File: config.mk
export PLATFORM = sky130hd
export DESIGN_NAME = hex_update_seq
export DESIGN_NICKNAME = d
export VERILOG_FILES = /design/src/rtl/hex_update_seq.sv
export SDC_FILE = /design/constraint.sdc
export NUM_CORES = 1
export LEC_CHECK = 0
export CAP_MARGIN = 15
export CORE_AREA = 2 2 125 127
export DETAILED_ROUTE_END_ITERATION = 10
export DIE_AREA = 0 0 127 129
export DONT_BUFFER_PORTS = 1
export PLACE_DENSITY = 0.58
export SLEW_MARGIN = 30
export SYNTH_ARGS = -nofsm -noshare
export SYNTH_HDL_FRONTEND = slang
export SYNTH_SLANG_ARGS = --single-unit
export TNS_END_PERCENT = 50
File: constraint.sdc
create_clock -name clk_i -period 6.1 [get_ports clk_i]
set_input_delay 0.61 -clock clk_i [delete_from_list [all_inputs] [get_ports clk_i]]
set_output_delay 0.61 -clock clk_i [all_outputs]
set_load 0.005 [all_outputs]
File: src/rtl/hex_update_seq.sv
// Burst-write sequencer that pushes a 32-bit value into the hex_sb_ctrl digit and mask registers.
// Define HEX_SEQ_SKIP_UNCHANGED_EN to skip writes of digits equal to the last completed value.
module hex_update_seq #(
    parameter int unsigned GAP_CYCLES = 0,
    parameter logic [31:0] BASE_ADDR  = 32'h0
) (
    input  logic        clk_i,
    input  logic        rst_i,
    input  logic        start_i,
    input  logic [31:0] value_i,
    input  logic [7:0]  mask_i,
    output logic        busy_o,
    output logic        done_o,
    output logic        req_o,
    output logic        we_o,
    output logic [31:0] addr_o,
    output logic [31:0] wdata_o
);

    localparam bit         GapEn   = (GAP_CYCLES != 0);
    localparam logic [3:0] GapLast = 4'(GAP_CYCLES - 1);

    typedef enum logic [2:0] {StIdle, StDigit, StGap, StMask, StDone} state_e;

    state_e      state_q, state_d;
    logic [2:0]  idx_q, idx_d;
    logic [3:0]  gap_cnt_q, gap_cnt_d;
    logic        gap_mask_q, gap_mask_d;
    logic [31:0] act_val_q, act_val_d;
    logic [7:0]  act_mask_q, act_mask_d;
    logic [31:0] pend_val_q, pend_val_d;
    logic [7:0]  pend_mask_q, pend_mask_d;
    logic        pend_vld_q, pend_vld_d;
`ifdef HEX_SEQ_SKIP_UNCHANGED_EN
    logic [31:0] shadow_q, shadow_d;
`endif

    logic        busy_d, done_d, req_d;
    logic [31:0] addr_d, wdata_d;

    logic        launch;
    logic [3:0]  from_idx;
    logic [3:0]  tgt_idx;
    logic [31:0] changed;

    // First digit index >= from whose nibble needs writing; 8 means none remain.
    function automatic logic [3:0] find_write(input logic [3:0] from, input logic [31:0] diff);
        logic [3:0] r;
        r = 4'd8;
        for (int k = 7; k >= 0; k--) begin
            if (4'(k) >= from && diff[4*k +: 4] != 4'h0) r = 4'(k);
        end
        return r;
    endfunction

    always_comb begin
        state_d     = state_q;
        idx_d       = idx_q;
        gap_cnt_d   = gap_cnt_q;
        gap_mask_d  = gap_mask_q;
        act_val_d   = act_val_q;
        act_mask_d  = act_mask_q;
        pend_val_d  = pend_val_q;
        pend_mask_d = pend_mask_q;
        pend_vld_d  = pend_vld_q;
`ifdef HEX_SEQ_SKIP_UNCHANGED_EN
        shadow_d    = shadow_q;
`endif
        launch      = 1'b0;
        from_idx    = 4'd0;
        tgt_idx     = 4'd0;
        changed     = '1;

        if (start_i && state_q != StIdle && state_q != StDone) begin
            pend_val_d  = value_i;
            pend_mask_d = mask_i;
            pend_vld_d  = 1'b1;
        end

        unique case (state_q)
            StIdle: begin
                if (start_i) begin
                    act_val_d  = value_i;
                    act_mask_d = mask_i;
                    launch     = 1'b1;
                end
            end
            StDigit: begin
                if (GapEn) begin
                    state_d    = StGap;
                    gap_cnt_d  = 4'd0;
                    gap_mask_d = 1'b0;
                end else begin
                    launch   = 1'b1;
                    from_idx = {1'b0, idx_q} + 4'd1;
                end
            end
            StGap: begin
                if (gap_cnt_q == GapLast) begin
                    if (gap_mask_q) begin
                        state_d = StDone;
                    end else begin
                        launch   = 1'b1;
                        from_idx = {1'b0, idx_q} + 4'd1;
                    end
                end else begin
                    gap_cnt_d = gap_cnt_q + 4'd1;
                end
            end
            StMask: begin
                if (GapEn) begin
                    state_d    = StGap;
                    gap_cnt_d  = 4'd0;
                    gap_mask_d = 1'b1;
                end else begin
                    state_d = StDone;
                end
            end
            StDone: begin
`ifdef HEX_SEQ_SKIP_UNCHANGED_EN
                shadow_d = act_val_q;
`endif
                // A start seen in DONE is the newest request and supersedes the pending one.
                if (start_i) begin
                    act_val_d  = value_i;
                    act_mask_d = mask_i;
                    pend_vld_d = 1'b0;
                    launch     = 1'b1;
                end else if (pend_vld_q) begin
                    act_val_d  = pend_val_q;
                    act_mask_d = pend_mask_q;
                    pend_vld_d = 1'b0;
                    launch     = 1'b1;
                end else begin
                    state_d = StIdle;
                end
            end
            default: state_d = StIdle;
        endcase

`ifdef HEX_SEQ_SKIP_UNCHANGED_EN
        changed = act_val_d ^ shadow_d;
`endif
        if (launch) begin
            tgt_idx = find_write(from_idx, changed);
            if (tgt_idx[3]) begin
                state_d = StMask;
            end else begin
                state_d = StDigit;
                idx_d   = tgt_idx[2:0];
            end
        end

        busy_d  = (state_d != StIdle);
        done_d  = (state_d == StDone);
        req_d   = (state_d == StDigit) || (state_d == StMask);
        addr_d  = 32'h0;
        wdata_d = 32'h0;
        if (state_d == StDigit) begin
            addr_d  = BASE_ADDR + {27'b0, idx_d, 2'b00};
            wdata_d = {28'b0, act_val_d[4*idx_d +: 4]};
        end else if (state_d == StMask) begin
            addr_d  = BASE_ADDR + 32'h20;
            wdata_d = {24'b0, act_mask_d};
        end
    end

    always_ff @(posedge clk_i or negedge rst_i) begin
        if (!rst_i) begin
            state_q     <= StIdle;
            idx_q       <= 3'd0;
            gap_cnt_q   <= 4'd0;
            gap_mask_q  <= 1'b0;
            act_val_q   <= 32'h0;
            act_mask_q  <= 8'h0;
            pend_val_q  <= 32'h0;
            pend_mask_q <= 8'h0;
            pend_vld_q  <= 1'b0;
`ifdef HEX_SEQ_SKIP_UNCHANGED_EN
            shadow_q    <= 32'h0;
`endif
            busy_o      <= 1'b0;
            done_o      <= 1'b0;
            req_o       <= 1'b0;
            we_o        <= 1'b0;
            addr_o      <= 32'h0;
            wdata_o     <= 32'h0;
        end else begin
            state_q     <= state_d;
            idx_q       <= idx_d;
            gap_cnt_q   <= gap_cnt_d;
            gap_mask_q  <= gap_mask_d;
            act_val_q   <= act_val_d;
            act_mask_q  <= act_mask_d;
            pend_val_q  <= pend_val_d;
            pend_mask_q <= pend_mask_d;
            pend_vld_q  <= pend_vld_d;
`ifdef HEX_SEQ_SKIP_UNCHANGED_EN
            shadow_q    <= shadow_d;
`endif
            busy_o      <= busy_d;
            done_o      <= done_d;
            req_o       <= req_d;
            we_o        <= req_d;
            addr_o      <= addr_d;
            wdata_o     <= wdata_d;
        end
    end

endmodule

* Word level (Yosys, flattened, before mapping) *
Index checks and enable logic that the tools add are counted.

operators by class
  $add $sub $neg = 2
  multipliers = 0
  div/mod/pow operators = 0
  $lt $le $gt $ge = 8
  eq/ne operators = 9
  shift-type cells = 1
  muxes and demuxes = 39
  bitwise gates (word level) = 1
  reduce and logical (&&, ||, !) cells = 8

operator list
  cell                                                              count
  2-to-1 mux 32 bit                                                 3
  one-hot mux 32 bit (2 select lines)                               1
  2-to-1 mux 4 bit                                                  10
  2-to-1 mux 8 bit                                                  5
  indexed part select 32 x 6 -> 4 bit                               1
  greater-or-equal comparator 3 x 4 -> 1 bit, first input constant  4
  one-hot mux 8 bit (2 select lines)                                1
  2-to-1 mux 3 bit                                                  5
  2-to-1 mux 6 bit                                                  2
  equality test 3 x 2 -> 1 bit, second input constant               3
  one-hot mux 3 bit (3 select lines)                                1
  greater-or-equal comparator 1 x 4 -> 1 bit, first input constant  2
  greater-or-equal comparator 2 x 4 -> 1 bit, first input constant  2
  2-to-1 mux 1 bit                                                  8
  one-hot mux 4 bit (2 select lines)                                1
  equality test 3 x 1 -> 1 bit, second input constant               2
  equality test 3 bit, second input constant                        2
  nonzero test 3 bit                                                2
  adder 3 x 1 -> 4 bit, second input constant                       1
  adder 4 x 1 -> 4 bit, second input constant                       1
  equality test 4 bit, second input constant                        1
  one-hot mux 1 bit (4 select lines)                                1
  zero test 3 bit                                                   1
  != test 3 bit, second input constant                              1
  6 further kinds                                                   7

word-level totals
  flip-flop bits (word level) = 158
  bits in latches = 0
  RAM bits = 0
  bits in read-only memories = 0
  input bits = 43
  output and inout bits = 68
  word-level logic and storage cells = 81
  memories = 0

* Logic depth before layout (Yosys ltp) *
Gate-level depths: netlist (run 1).

  word-level depth = 18
  gate-level depth with buffers = 9
  gate-level depth less buffers = 7

* Worst setup path before layout (run 1) *
No wires, ideal clock.

  path kind = register to register
  start point = reg gap_cnt_q[0]
  end point = reg wdata_o[2]
  setup time = 139 ps
  arrival = 2043 ps
  data required time = 5961 ps
  slack = 3918 ps
  cell stages (with the launch flop) = 9
  path buffers = 1
  period minus slack after synthesis = 2182 ps
  cell sequence = dfrtp_1 ha_1 nand4b_4 a32o_1 a221oi_4 buf_6 mux2_1 mux2i_1 o2111ai_1

on the way
  word-level cells in the longest chain between the ends = 18
  elaborated cells on any way between the ends = 31
  those cells by class = order compare (8); eq/ne (3); shift (1); mux (19)

RTL lines
  what                                                                                                 RTL line  source
  start: declaration                                                                                   27        logic [3:0] gap_cnt_q, gap_cnt_d;
  start signal: assignment                                                                             191       gap_cnt_q <= gap_cnt_d;
  equality test 4 bit (*)                                                                              99        if (gap_cnt_q == GapLast) begin
  parallel branches: the longest is 16 deep, another holds greater-or-equal comparator 3 x 4 -> 1 bit  --
  2-to-1 mux 8 bit (*)                                                                                 159       if (state_d == StDigit) begin
  via wdata_d[2]                                                                                       39        logic [31:0] addr_d, wdata_d;
  end signal: assignment                                                                               206       wdata_o <= wdata_d;
  end: declaration                                                                                     17        output logic [31:0] wdata_o

Mark *: on every way through the listed nets, which the timed path passes. The select of a mux whose other input is x is not followed.
A chain may end at the register's enable or synchronous reset.

* Worst setup path in the final report (run 1) *
  start point = reg state_q[0]
  end point = reg wdata_o[2]

on the way
  word-level cells in the longest chain between the ends = 17
  elaborated cells on any way between the ends = 39
  those cells by class = order compare (8); eq/ne (6); shift (1); mux (22); reduce/logical (2)

RTL lines
  what                                                                                                 RTL line  source
  start: declaration                                                                                   25        state_e state_q, state_d;
  start signal: assignment                                                                             170       state_q <= StIdle;
  start signal: assignment                                                                             189       state_q <= state_d;
  parallel branches: the longest is 16 deep, another holds greater-or-equal comparator 3 x 4 -> 1 bit  --
  2-to-1 mux 8 bit (*)                                                                                 159
  via wdata_d[2]                                                                                       39

Marks and branches as above.

==> results.toml, run 1 <==
[run_status]
status = "completed"

[final_layout]
syn_to_final_growth_pct = 4.89
nNetsFinal = 490
antennaDiodeCount = 0
design_area_mm2 = 0.00540
drive_above_1_share_pct = 16.0

[timing]
slew_viol_final = 0
fin_tns_setup_ps = 0
clock_skew_ps = 7.38
slew_headroom_pct = 58.3
tightest_slew_ps = 624
period_share_pct = 40.8
rsz0062_at_grt = "no"
layout_min_cycle_time_ps = 2490
max_freq_mhz = 402
hold_viol_final = 0
setup_viol = 0

[clock_network]
cts_tree = "yes"
clock_path_buffers = 2
h-tree-depth = 3
clkSinkCount = 106
post_cts_buffers = 0
clk_latency_ps = 340
clock-root-buffer = "clkbuf_16"
clk_pin_slew_ps = 70
cts_buffers = 9

[global_route]
first_global_vias = 3446
overflow = 0
grt_max_degree = 107
antenna_found_initial = 0
grt_usage_pct = 14.7
grt_pass1_wl_mm = 18.7

[floorplan]
core.rowCount = 45
die_w_um = 127
start_util_pct = 34.3
dieArea_mm2 = 0.0164
io_pins = 111
die_h_um = 129
core-area_mm2 = 0.0150

[setup_path]
rrSetupSlack_ps = 3610
cp-end-kind = "flip-flop"
cp-start-kind = "flip-flop"
critical_path_arrival_ps = 2690
cp_max_fo = 35
rr_endpoint = "wdata_o[2]"
reg2reg_from = "state_q[0]"
cp_data_required_time_ps = 6300
worstSetupPathType = "flip-flop to flip-flop"
rr_worst_depth = 7

[synthesis]
synth-main-ff-cell = "dfrtp_1"
ys_warn_count = 0
syn-cell-area_mm2 = 0.00514
synth-seq-cells = 106
synthAdderAreaFrac_pct = 0.486
synth.avg_cell_area_um2 = 11.2
synth_compound_area_share_pct = 19.8
synthDistinctLibCells = 45
async_reset_ff_share_pct = 100
synth_top_cells_by_area = "dfrtp_1 (52%), mux2_2 (9.4%), buf_4 (7.7%)"
syn_inst = 459
synth_xor_area_share_pct = 0.341
ys_seq_area_share_pct = 51.6
synth-simple-area-share_pct = 5.21
synth_top_area_share_pct = 51.6
synth_enable_flop_cells = 0
synth_top_family_by_area = "compound AO/OA/AOI/OAI gates"
synthMuxAreaShare_pct = 11.7
yosysTopAreaCell = "dfrtp_1"

[worst_hold_path]
min_path_type = "primary input to async pin"

[placed_design]
port_buffers = 0
gp_congestion = 0.830
detailed_place.area_mm2 = 0.00508
post-dp-hpwl_mm = 7.94

[route]
postRouteAntennaNets = 0
drt_iter0_drc = 222
wl_mm = 11.9
drc = 0
avgViaCountPerCell = 5.38
dr.pass1.iters = 4
wl_per_cell_um = 18.6
dr_total_vias = 3433

[power]
power_density_mw_per_mm2 = 570
p_leak_nw = 2.31
total_power_mw = 3.08
max-vdd-ir-drop_mv = 0.222

[flow_run]
max_cap_violations = 0
## worst max-delay path, stage by stage (launching register included)
cell	delay, ps
dfrtp_1	470
nor2_2	60
buf_4	250
a21o_1	250
a221oi_4	590
mux2_2	410
mux2i_1	170
o2111ai_1	140
## stage by stage
stage          instances  worst slack (ps)  hold WS [ps]  utilization, %
3_3_place_gp         620              3410           320            33.9
5_1_grt              638              3470           228            36.0
6_report             638              3610           180            36.0
4_1_cts              637              3260           227            35.9
2_1_floorplan        510              3920           314               -
3_5_place_dp         620              3250           316            33.9
## Yosys cell counts, types with 2 or more instances
cell / n
a21oi_1: 39
a22oi_1: 16
and2_1: 7
buf_1: 2
buf_2: 6
buf_4: 53
buf_6: 2
clkbuf_1: 19
dfrtp_1: 106
ha_1: 2
inv_1: 6
mux2_1: 6
mux2_2: 43
mux2i_1: 5
nand2_1: 11
nand2b_1: 4
nand3_1: 2
nor2_1: 13
nor2b_1: 2
o2111ai_1: 9
o211ai_1: 10
o21ai_0: 11
o22a_1: 2
o22ai_1: 61
or2_1: 2
## layout by cell type (no fill, tap or decap), types with 10 or more instances in the layout
cell and count:
a21oi_1 39, a22oi_1 16, conb_1 52, dfrtp_1 106, mux2_2 43, nand2_1 10
nor2_1 13, o211ai_1 10, o21ai_0 11, o22ai_1 61
## per-layer routing
metal	wire, µm	GRT usage [%]	vias up
li1	-	-	1565
met1	5290	18.8	1724
met2	5680	24.0	135
met3	833	4.78	9
met4	93	4.14	0
met5	0	0	-
## worst max path at each step
stage	from	endpoint	cells after the start	slack (ps)
6_report	state_q[0]	wdata_o[2]	7	3610
5_1_grt	state_q[0]	wdata_o[1]	7	3470
4_1_cts	state_q[0]	wdata_o[2]	7	3260
3_5_place_dp	state_q[0]	wdata_o[2]	7	3250
3_3_place_gp	state_q[0]	wdata_o[2]	7	3410
2_1_floorplan	gap_cnt_q[0]	wdata_o[2]	8	3920
## kinds of logic after synthesis
| family | count (synthesis) |
|---|---|
| simple gates | 49 |
| fa+ha+maj | 2 |
| buf+inv | 89 |
| compound gates | 156 |
| flops | 106 |
| other cells | 1 |
| mux | 54 |
| xor+xnor | 2 |
## layout make-up
| class | instances | area (µm²) |
|---|---|---|
| inverters | 7 | 26.3 |
| well taps | 188 | 235 |
| repair buffers | 6 | 72.6 |
| fillers | 1458 | 9580 |
| clock inverters | 4 | 27.5 |
| clock buffers | 12 | 246 |
| multi-input cells | 315 | 2130 |
| flip-flops and latches | 106 | 2650 |
## report_power, final
part           internal [mW]  switching, mW  total (mW)
Combinational          0.597          0.717        1.31
Clock                  0.288          0.244       0.533
Sequential              1.03          0.202        1.23
## repair_timing
item / CTS / global route
endpoints found under the hold margin: 106 / 0
hold buffers: 1 / 0
gates resized for setup: 0 / 0
## state kept, by name, indices dropped and copies added (netlist names)
name,count
pend_vld_q,1
pend_mask_q,8
pend_val_q,32
we_o,1
wdata_o,8
act_val_q,32
state_q,3
busy_o,1
done_o,1
act_mask_q,8
addr_o,4
gap_cnt_q,4
idx_q,3
(Power assumes the default switching activity.)
==> run 2, diff against run 1 <==
==> constraint.sdc (replaced) <==
create_clock -name clk_i -period 2.34 [get_ports clk_i]
set_input_delay 0.234 -clock clk_i [delete_from_list [all_inputs] [get_ports clk_i]]
set_output_delay 0.234 -clock clk_i [all_outputs]
set_load 0.005 [all_outputs]
==> run 2 against run 1 <==
- the flow now finishes with violations (negative hold slack)
- maximum frequency is 13% higher
- sequential share of layout area is 1.1 points lower
- critical path type unchanged
- largest power group unchanged
- power grew to 2.7 times the previous value
- routed wire length is 1.7% higher
- via count is 2.4% higher
- clock-buffer cell count stayed put
- clock power grew to 2.8 times the previous value
==> results.toml, run 2 (synthesis gave the netlist of run 1 again) <==
[power]
switchingPower_mw = 3.08
power_frac_seq_pct = 38.2
p_comb_share_pct = 44.1
p_sw_share_pct = 36.8
power_density_mw_per_mm2 = 1520
max-vdd-ir-drop_mv = 0.479
p_leak_nw = 2.35
internal_power_mw = 5.29
p_clk_share_pct = 17.7

[final_layout]
mostFrequentLayoutCells = "dfrtp_1 (106), o22ai_1 (61), conb_1 (52)"
fin_util_pct = 36.9
drive_above_1_share_pct = 17.4
syn_to_final_growth_pct = 7.37
design_area_mm2 = 0.00552
antennaDiodeCount = 0
nNetsFinal = 500
fin_cells = 648
n_fill_cell = 1439
layout_commonest_cell = "dfrtp_1"
reg_top3 = "act_val_q x32, pend_val_q x32"

[run_status]
violations = "negative hold slack"
status = "finished, violations left"

[placed_design]
gp_congestion = 0.838
detailed_place.area_mm2 = 0.00517
dp_cells = 628
port_buffers = 0
post-dp-hpwl_mm = 7.94
pre_cts_slack_ps = -26.7

[route]
dr_total_vias = 3514
postRouteAntennaNets = 0
wl_per_cell_um = 18.7
wl_mm = 12.1
dr.pass1.iters = 5
drt_iter0_drc = 192
drc = 0
avgViaCountPerCell = 5.42

[timing]
slew_headroom_pct = 62.1
hold_viol_final = 106
period_share_pct = 94.6
tightest_slew_ps = 567
rsz0062_at_grt = "no"
setup_ws_ps = 127
max_freq_mhz = 452
layout_min_cycle_time_ps = 2210
clock_skew_ps = 7.34
slew_viol_final = 0
setup_viol = 0
whs_ps = -414

[worst_hold_path]
min_path_type = "primary input to async pin"

[setup_path]
cp-start-kind = "flip-flop"
cp_data_required_time_ps = 2540
rrSetupSlack_ps = 130
critical_path_arrival_ps = 2420
cp-end-kind = "flip-flop"
worstSetupPathType = "flip-flop to flip-flop"
cp_max_fo = 9

[clock_network]
clock_path_buffers = 2
clock-root-buffer = "clkbuf_16"
h-tree-depth = 3
clk_latency_ps = 340
cts_buffers = 9
cts_hold_buf = 1
clk_pin_slew_ps = 70
clkSinkCount = 106
cts_tree = "yes"

[global_route]
grt_usage_pct = 15.1
antenna_found_initial = 0
grt_max_degree = 107
first_global_vias = 3458
overflow = 0
grt_pass1_wl_mm = 19.2

[floorplan]
dieArea_mm2 = 0.0164
io_pins = 111
die_h_um = 129
start_util_pct = 34.3
core.rowCount = 45
core-area_mm2 = 0.0150
die_w_um = 127

[flow_run]
max_cap_violations = 0
run 2: power groups by stage:
stage          combinational (mW)  sequential [mW]  clock (mW)
2_1_floorplan                2.86             3.05           0
3_3_place_gp                 3.43             3.17           0
3_5_place_dp                 3.53             3.21           0
4_1_cts                      3.54             3.19        1.53
5_1_grt                      4.08             3.31        1.60
6_report                     3.69             3.20        1.48
run 2: routing by layer:
layer	track usage [%]	wire [µm]	vias to the layer above
met3	5.20	1090	16
met5	0	0	-
met2	23.7	5660	146
li1	-	-	1591
met1	19.8	5170	1761
met4	5.11	169	0
run 2: final cells by class:
cell class,count,area (µm²),area share (%)
Clock buffer,12,236,4.28
Clock inverter,4,52.6,0.952
Inverter,7,26.3,0.476
Multi-Input combinational cell,315,2140,38.8
Sequential cell,106,2650,48.0
Tap cell,188,235,4.26
Timing Repair Buffer,16,178,3.22
run 2: worst paths after layout:
path / end / depth (start not counted) / startpoint
worst min-delay path: pend_val_q[30] / 0 / rst_i
min in group clk_i: act_val_q[29] / 1 / start_i
max in group asynchronous: wdata_o[7] / 0 / rst_i
worst max register to register: wdata_o[3] / 8 / gap_cnt_q[0]
worst min register to register: pend_mask_q[2] / 1 / pend_mask_q[2]
worst max-delay path: wdata_o[3] / 8 / gap_cnt_q[0]
run 2: worst max-delay path: stages (launching register included):
cell	delay (ps)
dfrtp_1	410
ha_4	180
nand4b_4	110
a32o_1	310
a221oi_4	240
buf_12	170
mux2_2	320
mux2i_1	190
o2111ai_1	140
run 2: per-stage QoR:
step           total power, mW  TNS, ps
6_report                  8.37        0
5_1_grt                   8.99        0
4_1_cts                   8.25        0
3_5_place_dp              6.74    -26.7
3_3_place_gp              6.59        0
2_1_floorplan             5.92        0
run 2: what timing repair did:
item,CTS,global route
gates cloned,0,1
pin swaps,0,1
endpoints found under the hold margin,110,106
setup buffers,0,2
resized for setup,1,1
setup endpoints to repair,1,4
